### config.mk
export PLATFORM = sky130hd
export DESIGN_NAME = mem_port_arbiter
export DESIGN_NICKNAME = d
export VERILOG_FILES = /design/src/rtl/mem_port_arbiter_pkg.sv /design/src/rtl/mem_port_arbiter_arb_pick.sv /design/src/rtl/mem_port_arbiter.sv
export SDC_FILE = /design/constraint.sdc
export NUM_CORES = 1
export LEC_CHECK = 0
export BUFFER_PORTS_ARGS = -buffer_cell sky130_fd_sc_hd__buf_2
export CORE_MARGIN = 2
export CORE_UTILIZATION = 25
export CTS_CLUSTER_SIZE = 28
export DETAILED_ROUTE_END_ITERATION = 6
export PLACE_DENSITY_LB_ADDON = 0.1
export SLEW_MARGIN = 10
export SYNTH_ARGS = -nofsm -noshare
export SYNTH_HDL_FRONTEND = slang
export SYNTH_SLANG_ARGS = --single-unit
### constraint.sdc
create_clock -name i_clk -period 2.2 [get_ports i_clk]
set_input_delay 0 -clock i_clk [delete_from_list [all_inputs] [get_ports i_clk]]
set_output_delay 0 -clock i_clk [all_outputs]
set_load 0.02 [all_outputs]
### src/rtl/mem_port_arbiter_pkg.sv
// rtl/mem_port_arbiter_pkg.sv - shared state encodings and requester ids for mem_port_arbiter (build option MEM_ARB_RR_EN)
package mem_port_arbiter_pkg;

    // Arbiter FSM encodings
    localparam logic [1:0] ARB_IDLE   = 2'd0;
    localparam logic [1:0] ARB_GNT_IF = 2'd1;
    localparam logic [1:0] ARB_GNT_MM = 2'd2;
    localparam logic [1:0] ARB_RESP   = 2'd3;

    // Requester identifiers, also the encoding of the last-grant register
    localparam logic ARB_ID_IF = 1'b0;
    localparam logic ARB_ID_MM = 1'b1;

    // The requester that is not the given one
    function automatic logic arb_other(input logic id);
        return ~id;
    endfunction

endpackage

### src/rtl/mem_port_arbiter_arb_pick.sv
// rtl/mem_port_arbiter_arb_pick.sv - combinational 2-way requester pick; round-robin when MEM_ARB_RR_EN is defined
module arb_pick
    import mem_port_arbiter_pkg::*;
(
    input  logic i_if_req,
    input  logic i_mm_req,
    input  logic i_last_grant,
    output logic o_grant_valid,
    output logic o_grant_id
);

`ifndef MEM_ARB_RR_EN
    // Fixed priority never looks at history
    logic w_unused_last_grant;
    assign w_unused_last_grant = i_last_grant;
`endif

    // Choose which requester wins this IDLE cycle
    always_comb begin
        o_grant_valid = i_if_req | i_mm_req;
        o_grant_id    = ARB_ID_MM;
`ifdef MEM_ARB_RR_EN
        if (i_if_req && i_mm_req) begin
            o_grant_id = arb_other(i_last_grant);
        end else if (i_if_req) begin
            o_grant_id = ARB_ID_IF;
        end
`else
        // MM holds the older instruction, so it goes first
        if (!i_mm_req) begin
            o_grant_id = ARB_ID_IF;
        end
`endif
    end

endmodule

### src/rtl/mem_port_arbiter.sv
// rtl/mem_port_arbiter.sv - IF/MM arbiter for one single-ported variable-latency memory (build option MEM_ARB_RR_EN)
module mem_port_arbiter
    import mem_port_arbiter_pkg::*;
#(
    parameter int ADDR_W = 32,
    parameter int DATA_W = 32
) (
    input  logic              i_clk,
    input  logic              i_rst_n,
    input  logic              i_if_req,
    input  logic [ADDR_W-1:0] i_if_addr,
    output logic [DATA_W-1:0] o_if_rdata,
    output logic              o_if_ack,
    input  logic              i_mm_req,
    input  logic              i_mm_we,
    input  logic [ADDR_W-1:0] i_mm_addr,
    input  logic [DATA_W-1:0] i_mm_wdata,
    output logic [DATA_W-1:0] o_mm_rdata,
    output logic              o_mm_ack,
    output logic              o_mem_req,
    output logic              o_mem_we,
    output logic [ADDR_W-1:0] o_mem_addr,
    output logic [DATA_W-1:0] o_mem_wdata,
    input  logic [DATA_W-1:0] i_mem_rdata,
    input  logic              i_mem_ready,
    output logic              o_if_stall,
    output logic              o_mm_stall
);

    logic [1:0]        r_state;
    logic              r_mem_req;
    logic              r_mem_we;
    logic [ADDR_W-1:0] r_mem_addr;
    logic [DATA_W-1:0] r_mem_wdata;
    logic [DATA_W-1:0] r_if_rdata;
    logic [DATA_W-1:0] r_mm_rdata;
    logic              r_if_ack;
    logic              r_mm_ack;

    logic              w_last_grant;
    logic              w_grant_valid;
    logic              w_grant_id;

    arb_pick u_arb_pick (
        .i_if_req      (i_if_req),
        .i_mm_req      (i_mm_req),
        .i_last_grant  (w_last_grant),
        .o_grant_valid (w_grant_valid),
        .o_grant_id    (w_grant_id)
    );

`ifdef MEM_ARB_RR_EN
    logic r_last_grant;

    // Remember who was served last so a tie goes to the other requester
    always_ff @(posedge i_clk or negedge i_rst_n) begin
        if (!i_rst_n) begin
            r_last_grant <= ARB_ID_IF;
        end else if (r_state == ARB_IDLE && w_grant_valid) begin
            r_last_grant <= w_grant_id;
        end
    end

    assign w_last_grant = r_last_grant;
`else
    assign w_last_grant = ARB_ID_IF;
`endif

    // Access sequencer: latch winner in IDLE, hold until mem_ready, ack for one RESP cycle
    always_ff @(posedge i_clk or negedge i_rst_n) begin
        if (!i_rst_n) begin
            r_state     <= ARB_IDLE;
            r_mem_req   <= 1'b0;
            r_mem_we    <= 1'b0;
            r_mem_addr  <= '0;
            r_mem_wdata <= '0;
            r_if_rdata  <= '0;
            r_mm_rdata  <= '0;
            r_if_ack    <= 1'b0;
            r_mm_ack    <= 1'b0;
        end else begin
            case (r_state)
                ARB_IDLE: begin
                    if (w_grant_valid) begin
                        r_mem_req <= 1'b1;
                        if (w_grant_id == ARB_ID_MM) begin
                            r_state     <= ARB_GNT_MM;
                            r_mem_we    <= i_mm_we;
                            r_mem_addr  <= i_mm_addr;
                            r_mem_wdata <= i_mm_wdata;
                        end else begin
                            r_state     <= ARB_GNT_IF;
                            r_mem_we    <= 1'b0;
                            r_mem_addr  <= i_if_addr;
                            r_mem_wdata <= '0;
                        end
                    end
                end
                ARB_GNT_IF: begin
                    if (i_mem_ready) begin
                        r_state    <= ARB_RESP;
                        r_mem_req  <= 1'b0;
                        r_mem_we   <= 1'b0;
                        r_if_ack   <= 1'b1;
                        r_if_rdata <= i_mem_rdata;
                    end
                end
                ARB_GNT_MM: begin
                    if (i_mem_ready) begin
                        r_state   <= ARB_RESP;
                        r_mem_req <= 1'b0;
                        r_mem_we  <= 1'b0;
                        r_mm_ack  <= 1'b1;
                        // A store returns nothing, so the last load value stays visible
                        if (!r_mem_we) begin
                            r_mm_rdata <= i_mem_rdata;
                        end
                    end
                end
                default: begin
                    // Requests are ignored here: the requester only sees the ack after this edge
                    r_state  <= ARB_IDLE;
                    r_if_ack <= 1'b0;
                    r_mm_ack <= 1'b0;
                end
            endcase
        end
    end

    assign o_mem_req   = r_mem_req;
    assign o_mem_we    = r_mem_we;
    assign o_mem_addr  = r_mem_addr;
    assign o_mem_wdata = r_mem_wdata;
    assign o_if_rdata  = r_if_rdata;
    assign o_mm_rdata  = r_mm_rdata;
    assign o_if_ack    = r_if_ack;
    assign o_mm_ack    = r_mm_ack;

    assign o_if_stall  = i_if_req & ~r_if_ack;
    assign o_mm_stall  = i_mm_req & ~r_mm_ack;

endmodule
* After elaboration in Yosys (flattened, before gate mapping) *
Index checks and enable logic that the tools add are counted.

word-level totals
  bits in registers = 134
  latch bits = 0
  memory bits (writable) = 0
  bits in read-only memories = 0
  input bits = 134
  output and inout bits = 134
  word-level logic and storage cells = 51
  memories = 0

operators by class
  $add $sub $neg = 0
  multipliers = 0
  divide/modulo/power cells = 0
  $lt $le $gt $ge = 0
  equal/unequal tests = 6
  shifts and indexed selects = 0
  multiplexer cells = 16
  bitwise operators = 8
  reductions and logical operators = 12

operators with widths
  cell                                                                   count
  32-bit 2-to-1 mux                                                      2
  2-bit AND reduction                                                    5
  1-bit one-hot mux with 2 select lines                                  4
  1-bit 2-to-1 mux                                                       6
  2-bit 2-to-1 mux                                                       3
  3-bit AND reduction                                                    2
  2-bit OR reduction                                                     3
  1-bit NOT                                                              5
  2-bit by 1-bit != test with 1-bit output, second input constant        2
  2-bit != test, second input constant                                   2
  2-bit one-hot mux with 2 select lines                                  1
  1-bit bitwise AND                                                      2
  2-bit by 1-bit equality test with 1-bit output, second input constant  1
  2-bit equality test, second input constant                             1
  2-bit logical NOT                                                      1
  2-bit nonzero test                                                     1
  1-bit bitwise OR                                                       1

* Logic depth before layout (Yosys ltp) *
  word-level depth = 4
  depth in mapped cells = 7
  gate-level depth less buffers = 5

* Hierarchy *
Synthesis repeated with hierarchy kept, for this count alone.

second synthesis, totals
  cells, all modules = 454
  area, all modules = 5541.6 um^2

by module, submodules not included
  module            times used  cells an instance  area each (um^2)  seq. area each (um^2)
  mem_port_arbiter  1           452                5527.8            3353.2
  arb_pick          1           2                  13.8              0.0

* Worst setup path before layout *
Ideal clock, no wire load.

  path kind = register -> register
  from = register r_state[0]
  to = register r_mem_we, in the netlist o_mem_we
  library setup time = 0.125 ns
  arrival time = 1.535 ns
  data required time = 2.075 ns
  slack = 0.540 ns
  stages on the path, launching flop included = 6
  buffers on the path = 0
  clock period less this slack = 1.660 ns
  path through = dfrtp_1 inv_1 ha_1 nor2b_1 nor3_2 mux2_4

between the ends
  word-level cells in the longest chain between the ends = 4
  elaborated cells on any way between the ends = 9
  those cells by class = 4 x eq/ne; 1 x mux; 4 x reduce/logical

RTL lines
  item                                                                                      RTL line                RTL
  from (decl)                                                                               mem_port_arbiter.sv:30  logic [1:0] r_state;
  from (signal assigned)                                                                    mem_port_arbiter.sv:72  r_state <= ARB_IDLE;
  from (signal assigned)                                                                    mem_port_arbiter.sv:87  r_state <= ARB_GNT_MM;
  from (signal assigned)                                                                    mem_port_arbiter.sv:92  r_state <= ARB_GNT_IF;
  2-bit equality test or 2-bit by 1-bit equality test with 1-bit output (tied branches)     mem_port_arbiter.sv:82  case (r_state)
  2-bit OR reduction (no line)                                                              n/a
  2-bit by 1-bit != test with 1-bit output (no line) or 2-bit nonzero test (tied branches)  n/a
  3-bit AND reduction (no line)                                                             n/a
  to (signal assigned)                                                                      mem_port_arbiter.sv:88  r_mem_we <= i_mm_we;
  to (decl)                                                                                 mem_port_arbiter.sv:32  logic r_mem_we;

Parallel ways exist; a longest one is shown, timed or not.
A chain may end at the register's enable or synchronous reset.

* Final worst setup path *
Ends and elaborated chain as after synthesis.

==> run_results.csv <==
group,metric,value,unit
job,max_cap_violations,0,
timing,post_layout_min_period,1790,ps
global_route,globalRouteTotalUtil,13.6,%
detailed_routing,routed_vias,4521,
cts,cts_buffers,17,
min_path,number_of_instances_on_the_worst_hold_path,4,
global_route,grt_pass1_vias,4730,
power_and_ir_drop,power.ir.vdd_worst,0.000512,V
timing,setup-violations-final,0,
global_route,global_route.overflow_total,0,
placement,detailed_place_hpwl,10600,um
critical_path,endpoint_kind,"register",
timing,slew_worst_pin,619,ps
cells_and_area,finish.net_count,925,
synth,synthDistinctLibCells,23,
timing,grt_setup_unrepaired,"no",
timing,period_share,81.2,%
critical_path,regToRegSetupSlack,410,ps
detailed_routing,drt_iter0_markers,128,
cts,cts_root_buf,"clkbuf_16",
critical_path,timing_worst_setup_path_type,"register to register",
die,rows,53,
detailed_routing,routed_via_density,4.22,
detailed_routing,drt_wl_total,15400,um
cells_and_area,drive_above_1_share,47.0,%
placement,place_congestion,0.733,
timing,finalHoldViolCount,0,
min_path,worstHoldStart,"i_if_req",
synth,synth-warning-count,0,
cts,cts-root-to-sink-buffers,2,
timing,final_max_slew_viols,0,
placement,dpl.cell_count,910,
die,start_util,25.5,%
timing,finalSetupTns,0,ps
cts,cts.reportedPaths.clkPinSlew,60,ps
cells_and_area,n_antenna_cell,0,
cts,cts_resized,0,
detailed_routing,detailedRoute.firstPassIterationCount,4,
synth,synthesis.area,0.00538,mm^2
synth,postSynthCellCount,385,
timing,timing.slew.headroom,58.8,%
critical_path,cp.arrival,2070,ps
critical_path,timing.critical_path.required,2490,ps
cts,cts_setup_buffers,0,
critical_path,timing.critical_path.from_type,"register",
die,die_ar,0.0227,mm^2
status,outcome,"finished clean",
cts,htree_num_levels,4,
global_route,grt_start_max_net_pins,84,
critical_path,highest_fanout_seen_on_the_critical_path,5,
timing,fmaxAchievable,0.560,GHz
global_route,global_route_wire_length_before_repair,23900,um
synth,synth.net_count,526,
critical_path,reg2regPathDepth,5,
critical_path,rr_endpoint,"o_mem_we",
die,die_w,151,um
die,die_h,151,um
min_path,hp-class,"primary input to register",
cells_and_area,syn_to_final_growth,66.1,%
detailed_routing,ant_nets,0,
synth,synth.avg_cell_area,14.0,um^2
synth,flip_flop_and_latch_count_after_synthesis,134,
timing,clock-skew-final,6.90,ps
placement,port-buffer-count,267,
cts,number_of_buffers_added_to_fix_hold_violations_after_cts,130,
cts,cts_tree,"built",
detailed_routing,dr_wl_cell,14.4,um
cts,clkSinkCount,134,
global_route,antenna_found_initial,0,
die,core,0.0211,mm^2
detailed_routing,drt_drc_violations_left,0,
critical_path,critical_path.reg2reg.startpoint,"r_state[0]",
power_and_ir_drop,pwr_density_cell,1400,mW/mm^2
min_path,worst_hold_path.endpoint,"r_state[0]",
synth,seq_area_frac_synth,62.4,%
die,io_pins,268,
cells_and_area,layout.cells.non_filler,1071,
cts,clock_latency,410,ps
power_and_ir_drop,leakagePower,0.00447,uW
==> where the power goes <==
group	total (uW)	switching, uW	internal (uW)
registers	4260	591	3670
clock network	2860	1050	1810
logic	5420	3170	2260
==> sequential cells by signal (all words and copies together), names as in the netlist <==
signal / cells
o_mem_req: 1
o_mem_we: 1
o_mm_ack: 1
o_mem_addr: 32
o_mm_rdata: 32
o_mem_wdata: 32
o_if_ack: 1
r_state: 2
o_if_rdata: 32
==> metal layers <==
layer,GRT usage [%],share of wire [%],routed length [um],up-vias
li1,-,-,-,2176
met1,16.3,43,6620,2155
met2,22.6,47,7300,178
met3,5.09,8.6,1330,12
met4,4.30,1.2,183,0
met5,0,0,0,-
==> metrics by stage <==
step	hold WS (ps)	utilization, %	cell area [um^2]	worst slack (ps)	power, uW
global route	80.1	42.4	8930	286	13400
finish	85.2	42.4	8930	413	12500
floorplan	-296	-	5380	540	7630
CTS	54.8	42.4	8930	427	12700
detailed placement	52.4	33.4	7040	445	9600
global placement	41.5	33.4	7040	477	9500
==> worst max-delay path, stage by stage, from the launching register on <==
cell and delay [ps]:
dfrtp_1 410, inv_1 120, ha_1 360, nor2b_1 210
nor3_2 250, mux2_4 320
==> layout by cell type, fill, tap and decap left out <==
| cell | Yosys | routed |
|---|---|---|
| a211oi_1 | 2 | 2 |
| a21oi_1 | 2 | 2 |
| a22o_1 | 32 | 32 |
| and2_1 | 1 | 1 |
| buf_12 | 0 | 4 |
| buf_2 | 11 | 266 |
| buf_4 | 7 | 3 |
| buf_6 | 1 | 1 |
| bufinv_16 | 0 | 3 |
| clkbuf_1 | 5 | 1 |
| clkbuf_16 | 0 | 17 |
| clkbuf_8 | 0 | 1 |
| clkinv_2 | 0 | 3 |
| clkinv_4 | 0 | 2 |
| clkinvlp_4 | 0 | 3 |
| dfrtp_1 | 134 | 134 |
| dlygate4sd3_1 | 0 | 130 |
| ha_1 | 7 | 7 |
| inv_1 | 5 | 5 |
| inv_6 | 0 | 1 |
| mux2_2 | 66 | 66 |
| mux2_4 | 1 | 1 |
| mux2i_1 | 33 | 33 |
| nand2_1 | 34 | 34 |
| nand3b_1 | 1 | 1 |
| nor2_1 | 2 | 2 |
| nor2b_1 | 2 | 2 |
| nor3_2 | 1 | 1 |
| nor3b_4 | 1 | 1 |
| o21ai_0 | 34 | 34 |
| o21ai_4 | 0 | 1 |
| o41ai_1 | 2 | 2 |
==> cell usage after synthesis <==
library cell    n  area (um^2)
a211oi_1        2         15.0
a21oi_1         2         10.0
a22o_1         32          280
and2_1          1         6.26
buf_2          11         55.1
buf_4           7         52.6
buf_6           1         11.3
clkbuf_1        5         18.8
dfrtp_1       134         3350
ha_1            7         87.6
inv_1           5         18.8
mux2_2         66          743
mux2_4          1         15.0
mux2i_1        33          330
nand2_1        34          128
nand3b_1        1         7.51
nor2_1          2         7.51
nor2b_1         2         12.5
nor3_2          1         10.0
nor3b_4         1         18.8
o21ai_0        34          170
o21ai_2         1         8.76
o41ai_1         2         17.5
==> final cells by class <==
cell class,count,area (um^2)
multi-input cells,222,1880
well taps,275,344
clock inverters,12,154
repair buffers,404,2750
clock buffers,19,443
flip-flops and latches,134,3350
fillers,1969,12200
inverters,5,18.8
==> logic make-up (layout without fill, tap and decap cells) <==
kind of cell	after synthesis	count (layout)	synth area share [%]
AND/OR/NAND/NOR	42	42	3.54
AO/OA/AOI/OAI	73	73	9.33
flip-flops	134	134	62.4
buffers and inverters	29	440	2.91
multiplexers	100	100	20.2
adder cells (fa/ha/maj)	7	7	1.63
==> how the worst max path moves through the flow <==
stage | start | to | slack (ps) | depth (start not counted)
4_1_cts | r_state[0] | o_mem_we | 430 | 5
6_report | r_state[0] | o_mem_we | 410 | 5
5_1_grt | r_state[0] | o_mem_we | 290 | 5
3_3_place_gp | r_state[0] | o_mem_we | 480 | 5
3_5_place_dp | r_state[0] | o_mem_we | 450 | 5
2_1_floorplan | r_state[0] | o_mem_we | 540 | 5
Note: power is estimated with default switching activity, not from simulation.
